--- src/rtl/matrix_frame_loader.sv ---
// rtl/matrix_frame_loader.sv - pattern store and column streamer for the dot-matrix driver load interface
// Streams NUM_COLS columns per start request, optional clear first, with an auto-advancing scroll offset.
module matrix_frame_loader #(
    parameter int NUM_COLS = 16,
    parameter int DEPTH    = 32,
    parameter int GAP      = 1
) (
    input  logic        CLK,
    input  logic        RESET,
    input  logic        wr_en,
    input  logic [4:0]  wr_addr,
    input  logic [15:0] wr_data,
    input  logic        start,
    input  logic        clear_req,
    input  logic        scroll_en,
    input  logic        offset_ld,
    input  logic [4:0]  offset_in,
    output logic [4:0]  column_id,
    output logic [15:0] in_column,
    output logic        LOAD,
    output logic        IN_CLR,
    output logic        busy,
    output logic        done,
    output logic [4:0]  offset
);

    typedef enum logic [2:0] {
        S_IDLE,
        S_CLR,
        S_LD,
        S_GAP,
        S_FIN
    } state_t;

    localparam logic [4:0] LAST_COL = 5'(NUM_COLS - 1);
    localparam logic [3:0] GAP_LAST = 4'((GAP > 0) ? (GAP - 1) : 0);
    localparam bit         HAS_GAP  = (GAP > 0);

    state_t      state;
    state_t      state_nxt;
    logic [15:0] store [DEPTH];
    logic [4:0]  col_idx;
    logic [3:0]  gap_cnt;
    logic        scroll_q;
    logic [4:0]  rd_addr;
    logic        last_col;
    logic        gap_done;

    logic        load_nxt;
    logic        clr_nxt;
    logic        busy_nxt;
    logic        done_nxt;
    logic [4:0]  column_id_nxt;
    logic [15:0] in_column_nxt;

    // 5-bit add wraps naturally, giving the modulo-32 scroll window
    assign rd_addr  = col_idx + offset;
    assign last_col = (col_idx == LAST_COL);
    assign gap_done = (gap_cnt == GAP_LAST);

    always_ff @(posedge CLK) begin
        if (RESET) begin
            state <= S_IDLE;
        end else begin
            state <= state_nxt;
        end
    end

    always_comb begin
        state_nxt = state;
        case (state)
            S_IDLE: begin
                if (start) begin
                    state_nxt = clear_req ? S_CLR : S_LD;
                end
            end
            S_CLR: state_nxt = S_LD;
            S_LD: begin
                if (last_col) begin
                    state_nxt = S_FIN;
                end else if (HAS_GAP) begin
                    state_nxt = S_GAP;
                end else begin
                    state_nxt = S_LD;
                end
            end
            S_GAP: begin
                if (gap_done) begin
                    state_nxt = S_LD;
                end
            end
            S_FIN:   state_nxt = S_IDLE;
            default: state_nxt = S_IDLE;
        endcase
    end

    // Strobes are registered, so they appear one cycle after the state that produces them
    always_comb begin
        load_nxt      = (state == S_LD);
        clr_nxt       = (state == S_CLR);
        done_nxt      = (state == S_FIN);
        busy_nxt      = (state_nxt != S_IDLE);
        column_id_nxt = column_id;
        in_column_nxt = in_column;
        if (state == S_LD) begin
            column_id_nxt = col_idx;
            in_column_nxt = store[rd_addr];
        end
    end

    always_ff @(posedge CLK) begin
        if (RESET) begin
            column_id <= '0;
            in_column <= '0;
            LOAD      <= 1'b0;
            IN_CLR    <= 1'b0;
            busy      <= 1'b0;
            done      <= 1'b0;
            offset    <= '0;
            col_idx   <= '0;
            gap_cnt   <= '0;
            scroll_q  <= 1'b0;
        end else begin
            column_id <= column_id_nxt;
            in_column <= in_column_nxt;
            LOAD      <= load_nxt;
            IN_CLR    <= clr_nxt;
            busy      <= busy_nxt;
            done      <= done_nxt;
            case (state)
                S_IDLE: begin
                    if (offset_ld) begin
                        offset <= offset_in;
                    end
                    if (start) begin
                        scroll_q <= scroll_en;
                        col_idx  <= '0;
                    end
                end
                S_LD: begin
                    gap_cnt <= '0;
                    if (!last_col && !HAS_GAP) begin
                        col_idx <= col_idx + 5'd1;
                    end
                end
                S_GAP: begin
                    gap_cnt <= gap_cnt + 4'd1;
                    if (gap_done) begin
                        col_idx <= col_idx + 5'd1;
                    end
                end
                S_FIN: begin
                    if (scroll_q) begin
                        offset <= offset + 5'd1;
                    end
                end
                default: ;
            endcase
        end
    end

    // Pattern store is not reset; a same-cycle read of the written entry sees the old word
    always_ff @(posedge CLK) begin
        if (wr_en) begin
            store[wr_addr] <= wr_data;
        end
    end

endmodule

--- config.mk ---
export PLATFORM = sky130hd
export DESIGN_NAME = matrix_frame_loader
export DESIGN_NICKNAME = d
export VERILOG_FILES = /design/src/rtl/matrix_frame_loader.sv
export SDC_FILE = /design/constraint.sdc
export NUM_CORES = 1
export LEC_CHECK = 0
export BUFFER_PORTS_ARGS = -buffer_cell sky130_fd_sc_hd__buf_4
export CORE_UTILIZATION = 56
export DETAILED_ROUTE_END_ITERATION = 6
export PLACE_DENSITY = 0.8
export SLEW_MARGIN = 10
export SYNTH_ARGS = -nofsm -noshare
export SYNTH_HDL_FRONTEND = slang
export SYNTH_SLANG_ARGS = --single-unit
--- constraint.sdc ---
create_clock -name CLK -period 2.9 [get_ports CLK]
set_input_delay 0.725 -clock CLK [delete_from_list [all_inputs] [get_ports CLK]]
set_output_delay 0.725 -clock CLK [all_outputs]
set_load 0.005 [all_outputs]
Word-level counts from Yosys, hierarchy flattened:

Memory sizes are Yosys's and may differ from the RTL's. A register that Yosys moved wholly into a read port is not among the register bits.
Cells that the tools add are included.
Widths: inputs -> output; s select.

* $add $sub $neg: 4
* equality and inequality tests: 9
* multiplexer cells: 14
* reduce and logical (&&, ||, !) cells: 9

Operator list (number)
* $mux 5: 4
* $pmux 5 s2: 2
* $pmux 3 s4: 1
* $add 5x1->5 const B: 2
* $mux 3: 3
* $ne 2x2->1 const B: 4
* $pmux 4 s2: 1
* $eq 3x2->1 const B: 2
* $reduce_and 3->1: 2
* $reduce_bool 2->1: 3
* $add 5x5->5: 1
* $eq 5x4->1 const B: 1
* $add 4x1->4 const B: 1
* $logic_not 4->1: 1
* $eq 3x1->1 const B: 1
* $eq 3x3->1 const B: 1
* $logic_not 3->1: 1
* $reduce_bool 3->1: 1
* $mux 1: 2
* $mux 2: 1
* $reduce_and 2->1: 1

* flip-flop bits (word level): 27
* memory bits (writable): 512
* input port bits: 33
* output and inout port bits: 30
* logic and storage cells: 47
* memories: 1

Memories
* store: depth 32, width 16, read ports 1, clocked after Yosys merged registers in 1, wr ports 1, line 41 `logic [15:0] store [DEPTH];`

Longest topological paths before layout:

Gate-level depths: netlist of run 1.

* depth after elaboration: 4
* mapped depth: 11
* gate-level depth less buffers: 8

Least setup slack after synthesis of run 1:

No wires, ideal clock.

* path type: register to register
* start: register offset[0]
* end: register in_column[11] (read register of store)
* setup time: 130 ps
* arrival time: 2722 ps
* path slack: 48 ps
* cell stages (with the launch flop): 10
* path buffers: 1
* clock period less this slack: 2852 ps
* cell sequence: dfxtp_1 ha_1 inv_1 fa_1 xnor2_2 buf_6 mux4_2 mux2_2 a32oi_1 o211ai_1

* word-level cells in the longest chain between the ends: 1

RTL lines
* start, declared: line 24 `output logic [4:0] offset`
* start signal, assigned: line 133 `offset <= offset_in;`
* start signal, assigned: line 154 `offset <= offset + 5'd1;`
* $add 5x5->5: line 57 `assign rd_addr = col_idx + offset;`
* end, declared: line 19 `output logic [15:0] in_column,`

No other way between the ends.
A chain may end at the register's enable or synchronous reset.

Final worst setup path of run 1:

* start: register offset[0]
* end: register in_column[3] (read register of store)

Same word-level chain as after synthesis.

==> run_results.csv, run 1 <==
group,metric,value,unit
die,start_util,57.3,%
die,io_pins,63,
timing,maxSlewViolCount,0,
layout,multiInputGateArea,0.00530,mm²
timing,clock_skew,33.4,ps
worst_setup_path,cp_max_fo,7,
layout,postLayoutCellArea,0.0255,mm²
yosys,synth-main-ff-cell,"edfxtp_1",
yosys,muxShareOfSynthArea,14.5,%
clock_tree,numCtsBuffers,53,
yosys,avgSynthCellArea,18.9,µm²
global_routing,grt_overflow_total,0,
drt,drc_errors,0,
clock_tree,cts_max_level,2,
yosys,synthSimpleGateAreaFrac,6.40,%
clock_tree,cts.sinks,555,
place,numPortBuffers,62,
drt,drt_iter0_drc,1357,
clock_tree,cts_root_buffer,"clkbuf_16",
clock_tree,cts_buffer_depth,3,
worst_setup_path,end_kind,"register",
worst_setup_path,r2r_cells,11,
layout,area_growth,17.5,%
drt,firstDrtPassIters,5,
yosys,yosysMostFrequentCell,"edfxtp_1",
layout,final_nets,1358,
clock_tree,insertion_delay,600,ps
yosys,synth_xor_area_share,0.317,%
yosys,yosys.cell_types.count,48,
yosys,async_flop_share,0,%
worst_setup_path,cp-start-kind,"register",
yosys,synth_area,0.0217,mm²
yosys,synth-seq-area-share,74.7,%
yosys,synth-compound-area-share,2.07,%
layout,num-fill-cells,2336,
timing,layout_setup_ws,-155,ps
power,cellLeakagePower,8.49,nW
die,rows,71,
drt,drt-vias-per-instance,6.48,
drt,ant_nets,0,
yosys,synth_top_family_by_area,"multiplexers",
timing,max_slew.worst_pin.slew,738,ps
yosys,synth_fp_nets,1190,
power,ir_worst_vdd,595,µV
clock_tree,hold_buffers,0,
die,die_h,199,µm
yosys,netlist_top_cells_count,"edfxtp_1, mux4_2, nand2_1",
place,pre_cts_slack,-244,ps
die,core_area,0.0379,mm²
yosys,synth_edf_count,512,
drt,drt-wirelength-per-cell,28.1,µm
die,die-area,0.0396,mm²
global_routing,grt_max_degree,34,
worst_setup_path,arrival,3510,ps
drt,vias,12100,
layout,drive_above_1_share,30.4,%
yosys,ys_warn_count,0,
hold_path,hold_class,"in2reg",
timing,whs,348,ps
place,placedInstanceArea,0.0236,mm²
drt,routed_wl,52600,µm
place,finalWeightedCongestion,0.866,
global_routing,grtUsageTotal,27.6,%
worst_setup_path,worstPathRequired,3360,ps
yosys,netlist_instances,1147,
flow_run,max_cap_violations,0,
yosys,ys_ff_latch,555,
global_routing,antenna_found_initial,1,
outcome,status,"complete, but fails checks",
outcome,violations,"setup timing",
clock_tree,cts.clk_slew.worst_paths,60,ps
power,power_density,671,mW/mm²
place,hpwl,31600,µm
yosys,synth.top_cells.by_area,"edfxtp_1, mux4_2, dfxtp_1",
place,dp_cells,1757,
yosys,synth_top_area_share,70.8,%
timing,min_period,3060,ps
global_routing,grt_pass1_wl,76900,µm
yosys,yosys.area.top_type,"edfxtp_1",
layout,final_core_util,67.3,%
timing,rsz0062_at_grt,"true",
yosys,synthAdderAreaFrac,0.610,%
layout,seqCellArea,0.0162,mm²
worst_setup_path,crit_type,"reg2reg",
hold_path,whs_path_depth,2,
timing,finalSetupViolCount,12,
layout,final_cells,1870,
timing,timing.fmax,0.327,GHz
timing,period_share,105,%
global_routing,grt_pass1_vias,12100,
clock_tree,cts_tree,"done",
timing,slew_headroom,50.4,%
timing,hold_viol_final,0,
die,die_w,199,µm
-- worst paths after layout --
path	startpoint	to	slack (ps)
max	offset[0]	in_column[3]	-160
max reg2reg	offset[0]	in_column[3]	-160
min	RESET	LOAD	350
min reg2reg	scroll_q	scroll_q	500
-- cell usage in the layout (no fill, tap or decap), drive strengths merged, types with 17 or more instances in the layout --
master	Yosys	routed
clkbuf	38	77
mux2	18	18
mux4	124	124
o211ai	29	29
nand2	98	98
and2	17	17
dfxtp	43	43
nand3	23	23
edfxtp	512	512
nor2b	23	23
buf	26	177
nand4	33	33
nor2	53	53
-- state kept, by name, summed over array words and instances (netlist names) --
| signal | flops |
|---|---|
| column_id | 5 |
| offset | 5 |
| LOAD | 1 |
| gap_cnt | 4 |
| busy | 1 |
| store | 512 |
| done | 1 |
| state | 3 |
| scroll_q | 1 |
| col_idx | 5 |
| IN_CLR | 1 |
| in_column | 16 |
-- routing by layer --
metal | track usage [%] | vias to the layer above | routed length [µm]
li1 | - | 4946 | -
met1 | 37.5 | 6228 | 19700
met2 | 44.4 | 808 | 25300
met3 | 5.90 | 138 | 5760
met4 | 10.4 | 2 | 1820
met5 | 0 | - | 7
-- per-stage QoR --
stage | total power, W | TNS [ps]
2_1_floorplan | 0.00982 | 0
3_3_place_gp | 0.0104 | -877
3_5_place_dp | 0.0105 | -1550
4_1_cts | 0.0172 | -1020
5_1_grt | 0.0176 | -1990
6_report | 0.0171 | -927
-- layout make-up --
cell class / count / share of cell area (%)
clock inverter: 20 / 0.819
clock buffer: 77 / 5.78
antenna: 2 / 0.0196
multi-input combinational: 522 / 20.8
tap: 511 / 2.50
timing repair buffer: 177 / 6.41
sequential: 555 / 63.6
inverter: 6 / 0.0882
-- cell families after synthesis --
kind of cell               count (synthesis)
xor gates and xnor gates                   7
muxes                                    157
AOI/OAI and AO/OA                         65
DFF                                      555
buffers and inverters                     70
and+or+nand+nor                          283
adders and majority gates                 10
-- worst max-delay path: stages, from the launching register on --
cell	delay, ps
dfxtp_2	350
ha_4	140
inv_2	30
fa_4	470
xnor2_4	220
buf_12	160
buf_12	150
buf_12	110
mux4_2	520
mux2_4	320
o211ai_1	310
nand4_1	140
-- timing repair --
action | CTS | global route
pin swaps | 14 | 13
resized for setup | 19 | 5
setup endpoints to repair | 16 | 15
setup buffers | 10 | 4
-- report_power, final --
part / leakage [nW] / internal (W) / switching [W] / total (W)
Clock: 0.825 / 0.00388 / 0.00287 / 0.00675
Sequential: 4.96 / 0.00886 / 0.0000801 / 0.00894
Combinational: 2.70 / 0.000673 / 0.000765 / 0.00144
Total: 8.49 / 0.0134 / 0.00372 / 0.0171
Power figures use the tool's default switching activity.
==> inputs of run 2 (changes only) <==
Settings changed: BUFFER_PORTS_ARGS -buffer_cell sky130_fd_sc_hd__buf_4 to unset, CORE_UTILIZATION 56 to 57, DONT_BUFFER_PORTS set to 1, PLACE_DENSITY 0.8 to 0.79.
==> run 2 against run 1 <==
The run still ends with setup timing left. Setup slack gained 24 ps. First-iteration DRC count grew 13%. Die area shrank 1.7%. Critical path type unchanged. Largest power group unchanged. Highest routed layer is now met4.
==> run_results.csv, run 2 (same netlist as run 1, synthesis figures left out) <==
group,metric,value,unit
outcome,status,"complete, but fails checks",
outcome,violations,"setup timing",
timing,maxSlewViolCount,0,
global_routing,grt_pass1_wl,79600,µm
clock_tree,cts_buffer_depth,3,
hold_path,hold_class,"in2reg",
clock_tree,cts_max_level,2,
drt,drt-wirelength-per-cell,30.2,µm
layout,final_cell_mix,"edfxtp_1, mux4_2, nand2_1",
clock_tree,cts.sinks,555,
timing,finalSetupViolCount,14,
layout,layout_commonest_cell,"edfxtp_1",
die,die_h,197,µm
layout,largest-register,"store",
clock_tree,numCtsBuffers,54,
clock_tree,cts_root_buffer,"clkbuf_16",
drt,vias,11900,
worst_setup_path,cp_max_fo,8,
global_routing,grt.met1_usage,37.4,%
clock_tree,cts_tree,"done",
worst_setup_path,crit_chain,"ha_4, inv_2, fa_4, xnor2_4, buf_12, buf_12, buf_4, buf_12, mux4_2, nor2b_1, o211ai_1, buf_4, nand4_1",
power,cellLeakagePower,8.32,nW
global_routing,grtUsageMet2,46.5,%
global_routing,grt_overflow_total,0,
layout,final_nets,1312,
worst_setup_path,regToRegStartpoint,"col_idx[0]",
timing,timing.fmax,0.330,GHz
global_routing,top_usage_layer,"met2",
drt,drt_iter0_drc,1537,
worst_setup_path,worst_path_largest_cell_delay,490,ps
hold_path,whs_path_depth,1,
worst_setup_path,crit_path_top_delay_cell,"mux4_2",
power,ir_worst_vdd,518,µV
worst_setup_path,r2r_cells,13,
global_routing,grtUsageTotal,29.1,%
worst_setup_path,arrival,3490,ps
layout,num-fill-cells,2271,
die,die-area,0.0389,mm²
timing,max_slew.worst_pin.slew,772,ps
timing,hold_viol_final,0,
power,power_density,681,mW/mm²
timing,clock_skew,14.6,ps
place,finalWeightedCongestion,0.819,
layout,seqCellArea,0.0162,mm²
drt,drc_errors,0,
worst_setup_path,cp_num_buf_inv,6,
hold_path,hold_start,"RESET",
flow_run,max_cap_violations,0,
clock_tree,cts.clk_slew.worst_paths,70,ps
drt,firstDrtPassIters,6,
clock_tree,hold_buffers,0,
timing,slew_headroom,48.1,%
layout,final_cells,1819,
die,core_area,0.0376,mm²
die,die_w,197,µm
layout,area_growth,16.7,%
global_routing,grt_pass1_vias,11900,
place,hpwl,29800,µm
worst_setup_path,cpLargestDelayFamily,"buffers and inverters",
timing,tns,-906,ps
drt,drt-vias-per-instance,6.55,
timing,layout_setup_ws,-131,ps
global_routing,grt_max_degree,33,
hold_path,hold_end,"offset[4]",
global_routing,use_met3,7.96,%
layout,largest_reg_flops,512,
place,dp_cells,1696,
worst_setup_path,worstReg2RegEnd,"in_column[7]",
die,start_util,57.8,%
layout,antenna_cells,0,
die,rows,71,
worst_setup_path,startpoint,"col_idx[0]",
timing,rsz0062_at_grt,"true",
drt,ant_nets,0,
clock_tree,insertion_delay,600,ps
layout,multiInputGateArea,0.00529,mm²
place,numPortBuffers,0,
worst_setup_path,crit_type,"reg2reg",
worst_setup_path,end_kind,"register",
worst_setup_path,ff2ff_setup_slack,-130,ps
worst_setup_path,crit_top_cell,"buf_12",
worst_setup_path,worstPathRequired,3360,ps
drt,routed_wl,54900,µm
timing,period_share,105,%
die,io_pins,63,
worst_setup_path,cp-start-kind,"register",
global_routing,antenna_found_initial,0,
place,pre_cts_slack,-131,ps
layout,drive_above_1_share,28.2,%
timing,min_period,3030,ps
layout,top_regs,"store (512), in_column (16)",
run 2: what timing repair did:
action | in CTS | in global routing
pin swaps | 10 | 23
endpoints found under the setup margin | 16 | 16
resized for setup | 19 | 19
buffers inserted | 11 | 15
cloned | 4 | 1
run 2: worst max path at each step:
stage | end | slack, ps | cells past startpoint
3_5_place_dp | in_column[8] | -130 | 10
4_1_cts | in_column[13] | -70 | 11
3_3_place_gp | in_column[8] | -110 | 10
5_1_grt | in_column[7] | -210 | 13
6_report | in_column[7] | -130 | 13
2_1_floorplan | in_column[11] | 50 | 9
run 2: metrics by stage:
step | hold slack [ps] | area (µm²) | total power [W] | utilization (%)
floorplan | 460 | 21700 | 0.00982 | -
global placement | 457 | 23100 | 0.0102 | 61.6
detailed placement | 452 | 23100 | 0.0103 | 61.6
CTS | 163 | 25200 | 0.0172 | 67.0
global route | 175 | 25300 | 0.0177 | 67.5
finish | 192 | 25300 | 0.0173 | 67.5
run 2: per-layer routing:
layer  part of all wire [%]  vias up  wire length [µm]
met5                      0        -                 0
li1                       -     4865                 -
met3                     13      164              7060
met2                     48      854             26400
met1                     34     6025             18700
met4                    5.1        0              2780
run 2: final cells by class:
cell class                      instances  share of cell area (%)
Tap cell                              511                    2.52
Timing Repair Buffer                  130                    5.50
Multi-Input combinational cell        522                    20.9
Clock buffer                           71                    5.99
Inverter                                6                  0.0888
Sequential cell                       555                    64.1
Clock inverter                         24                   0.967
run 2: power by group:
part / switching (W) / internal (W)
clock: 0.00291 / 0.00410
sequential: 0.0000843 / 0.00886
combinational: 0.000651 / 0.000653
==> inputs of run 3 (changes only) <==
Settings changed: CORE_UTILIZATION 57 to 63, PLACE_DENSITY 0.79 to 0.83.
Clock period 2.9 ns to 2.85 ns, I/O delays scaled along.
==> run 3 against run 2 <==
Largest cell class unchanged. Cell area down 1.4%. Register-to-register slack better by 20 ps. The run still ends with setup timing left. Clock skew up 9.4 ps. Sequential power up 2%. First-iteration DRC count up 17%. Hold slack better by 2.5 ps. Sequential cell count unchanged. Global-route usage up 3.1 points. Final cell count down 4.0%. Non-clock buffer count down 10.
==> run_results.csv, run 3 (same netlist as run 1, synthesis figures left out) <==
group,metric,value,unit
worst_setup_path,regToRegStartpoint,"offset[0]",
clock_tree,numCtsBuffers,52,
worst_setup_path,crit_type,"reg2reg",
hold_path,whs_path_depth,1,
timing,timing.fmax,0.338,GHz
worst_setup_path,crit_chain,"ha_4, inv_2, fa_4, xnor2_4, buf_12, buf_8, buf_12, buf_12, mux4_2, mux2_2, o211ai_1, nand4_1",
worst_setup_path,crit_top_cell,"buf_12",
clock_tree,cts.clk_slew.worst_paths,60,ps
drt,drt-wirelength-per-cell,31.8,µm
worst_setup_path,cp_max_fo,6,
timing,max_slew.worst_pin.slew,741,ps
worst_setup_path,cpLargestDelayFamily,"multiplexers",
worst_setup_path,worst_path_largest_cell_delay,480,ps
place,finalWeightedCongestion,0.827,
layout,num-fill-cells,1795,
die,die_w,188,µm
die,die_h,188,µm
drt,drt_iter0_drc,1801,
die,io_pins,63,
layout,top_regs,"store (512), in_column (16)",
power,power.share.clock,39.1,%
clock_tree,hold_buffers,0,
power,p_int,0.0134,W
power,ir_worst_vdd,704,µV
clock_tree,cts_max_level,2,
hold_path,hold_class,"in2reg",
timing,maxSlewViolCount,0,
global_routing,grt_pass1_vias,12100,
hold_path,hold_start,"RESET",
power,p_total,0.0170,W
timing,clock_skew,24.0,ps
place,numPortBuffers,0,
drt,routed_wl,55600,µm
global_routing,antenna_found_initial,2,
die,die-area,0.0352,mm²
power,cellLeakagePower,8.20,nW
layout,final_core_util,74.2,%
clock_tree,cts_buffer_depth,3,
drt,ant_nets,0,
layout,area_growth,15.0,%
die,start_util,64.5,%
worst_setup_path,end_kind,"register",
place,pre_cts_slack,-232,ps
layout,drive_above_1_share,27.1,%
place,hpwl,30300,µm
die,core_area,0.0337,mm²
power,power_density,682,mW/mm²
outcome,status,"complete, but fails checks",
timing,rsz0062_at_grt,"true",
power,switching_power,0.00363,W
global_routing,grtUsageTotal,32.2,%
worst_setup_path,worstReg2RegEnd,"in_column[5]",
worst_setup_path,crit_path_top_delay_cell,"mux4_2",
layout,final_cell_mix,"edfxtp_1, mux4_2, nand2_1",
timing,whs,195,ps
worst_setup_path,cp-start-kind,"register",
die,rows,67,
timing,tns,-584,ps
timing,layout_setup_ws,-112,ps
flow_run,max_cap_violations,0,
power,p_comb_share,7.4,%
clock_tree,cts.sinks,555,
hold_path,hold_end,"offset[4]",
drt,firstDrtPassIters,6,
clock_tree,insertion_delay,600,ps
layout,largest_reg_flops,512,
timing,finalSetupViolCount,10,
worst_setup_path,cp_num_buf_inv,5,
layout,layout_commonest_cell,"edfxtp_1",
worst_setup_path,arrival,3420,ps
drt,drt-vias-per-instance,6.85,
layout,largest-register,"store",
worst_setup_path,ff2ff_setup_slack,-110,ps
global_routing,grt_pass1_wl,80100,µm
worst_setup_path,r2r_cells,12,
power,pwr-share-seq,53.4,%
outcome,violations,"setup timing",
clock_tree,cts_root_buffer,"clkbuf_16",
power,swShare,21.3,%
worst_setup_path,worstPathRequired,3300,ps
drt,vias,12000,
layout,final_nets,1300,
timing,slew_headroom,50.2,%
timing,min_period,2960,ps
drt,drc_errors,0,
global_routing,grt_overflow_total,0,
timing,period_share,104,%
worst_setup_path,startpoint,"offset[0]",
clock_tree,cts_tree,"done",
timing,hold_viol_final,0,
global_routing,grt_max_degree,37,
[run 3: how the worst max path moves through the flow]
stage | end | cells past startpoint
2_1_floorplan | in_column[11] | 9
3_3_place_gp | in_column[13] | 10
3_5_place_dp | in_column[13] | 10
4_1_cts | in_column[13] | 8
5_1_grt | in_column[3] | 11
6_report | in_column[5] | 12
[run 3: area by class of cell]
cell class | instances | area (µm²) | share of cell area (%)
repair buffers | 120 | 1280 | 5.12
well taps | 448 | 561 | 2.24
flip-flops and latches | 555 | 16200 | 65.0
clock buffers | 71 | 1420 | 5.69
clock inverters | 22 | 195 | 0.781
inverters | 6 | 22.5 | 0.0901
multi-input cells | 522 | 5270 | 21.1
diodes | 2 | 5.00 | 0.0200
[run 3: layer usage]
metal	track usage (%)	vias up	routed length (µm)	share of wire, %
met3	7.07	162	6600	12
met2	53.2	940	27800	50
met5	0	-	0	0
li1	-	4830	-	-
met1	41.9	6025	19000	34
met4	13.2	0	2180	3.9
[run 3: power groups by stage]
stage	Sequential [W]	Combinational [W]	Clock, W
global route	0.00911	0.00132	0.00699
detailed placement	0.00927	0.00111	0
floorplan	0.00923	0.000767	0
finish	0.00910	0.00127	0.00667
global placement	0.00926	0.00109	0
CTS	0.00910	0.00123	0.00668
[run 3: what timing repair did]
action                     CTS  global route
pin swaps                    6            18
hold endpoints to repair     0             0
buffers inserted            10             7
gates cloned                 6             1
setup endpoints to repair   15            15
resized for setup           19            12
[run 3: per-stage QoR]
stage	cell area, µm²	std cells
floorplan	21700	1147
global placement	23000	1629
detailed placement	23000	1629
CTS	24900	1738
global route	25000	1744
finish	25000	1746
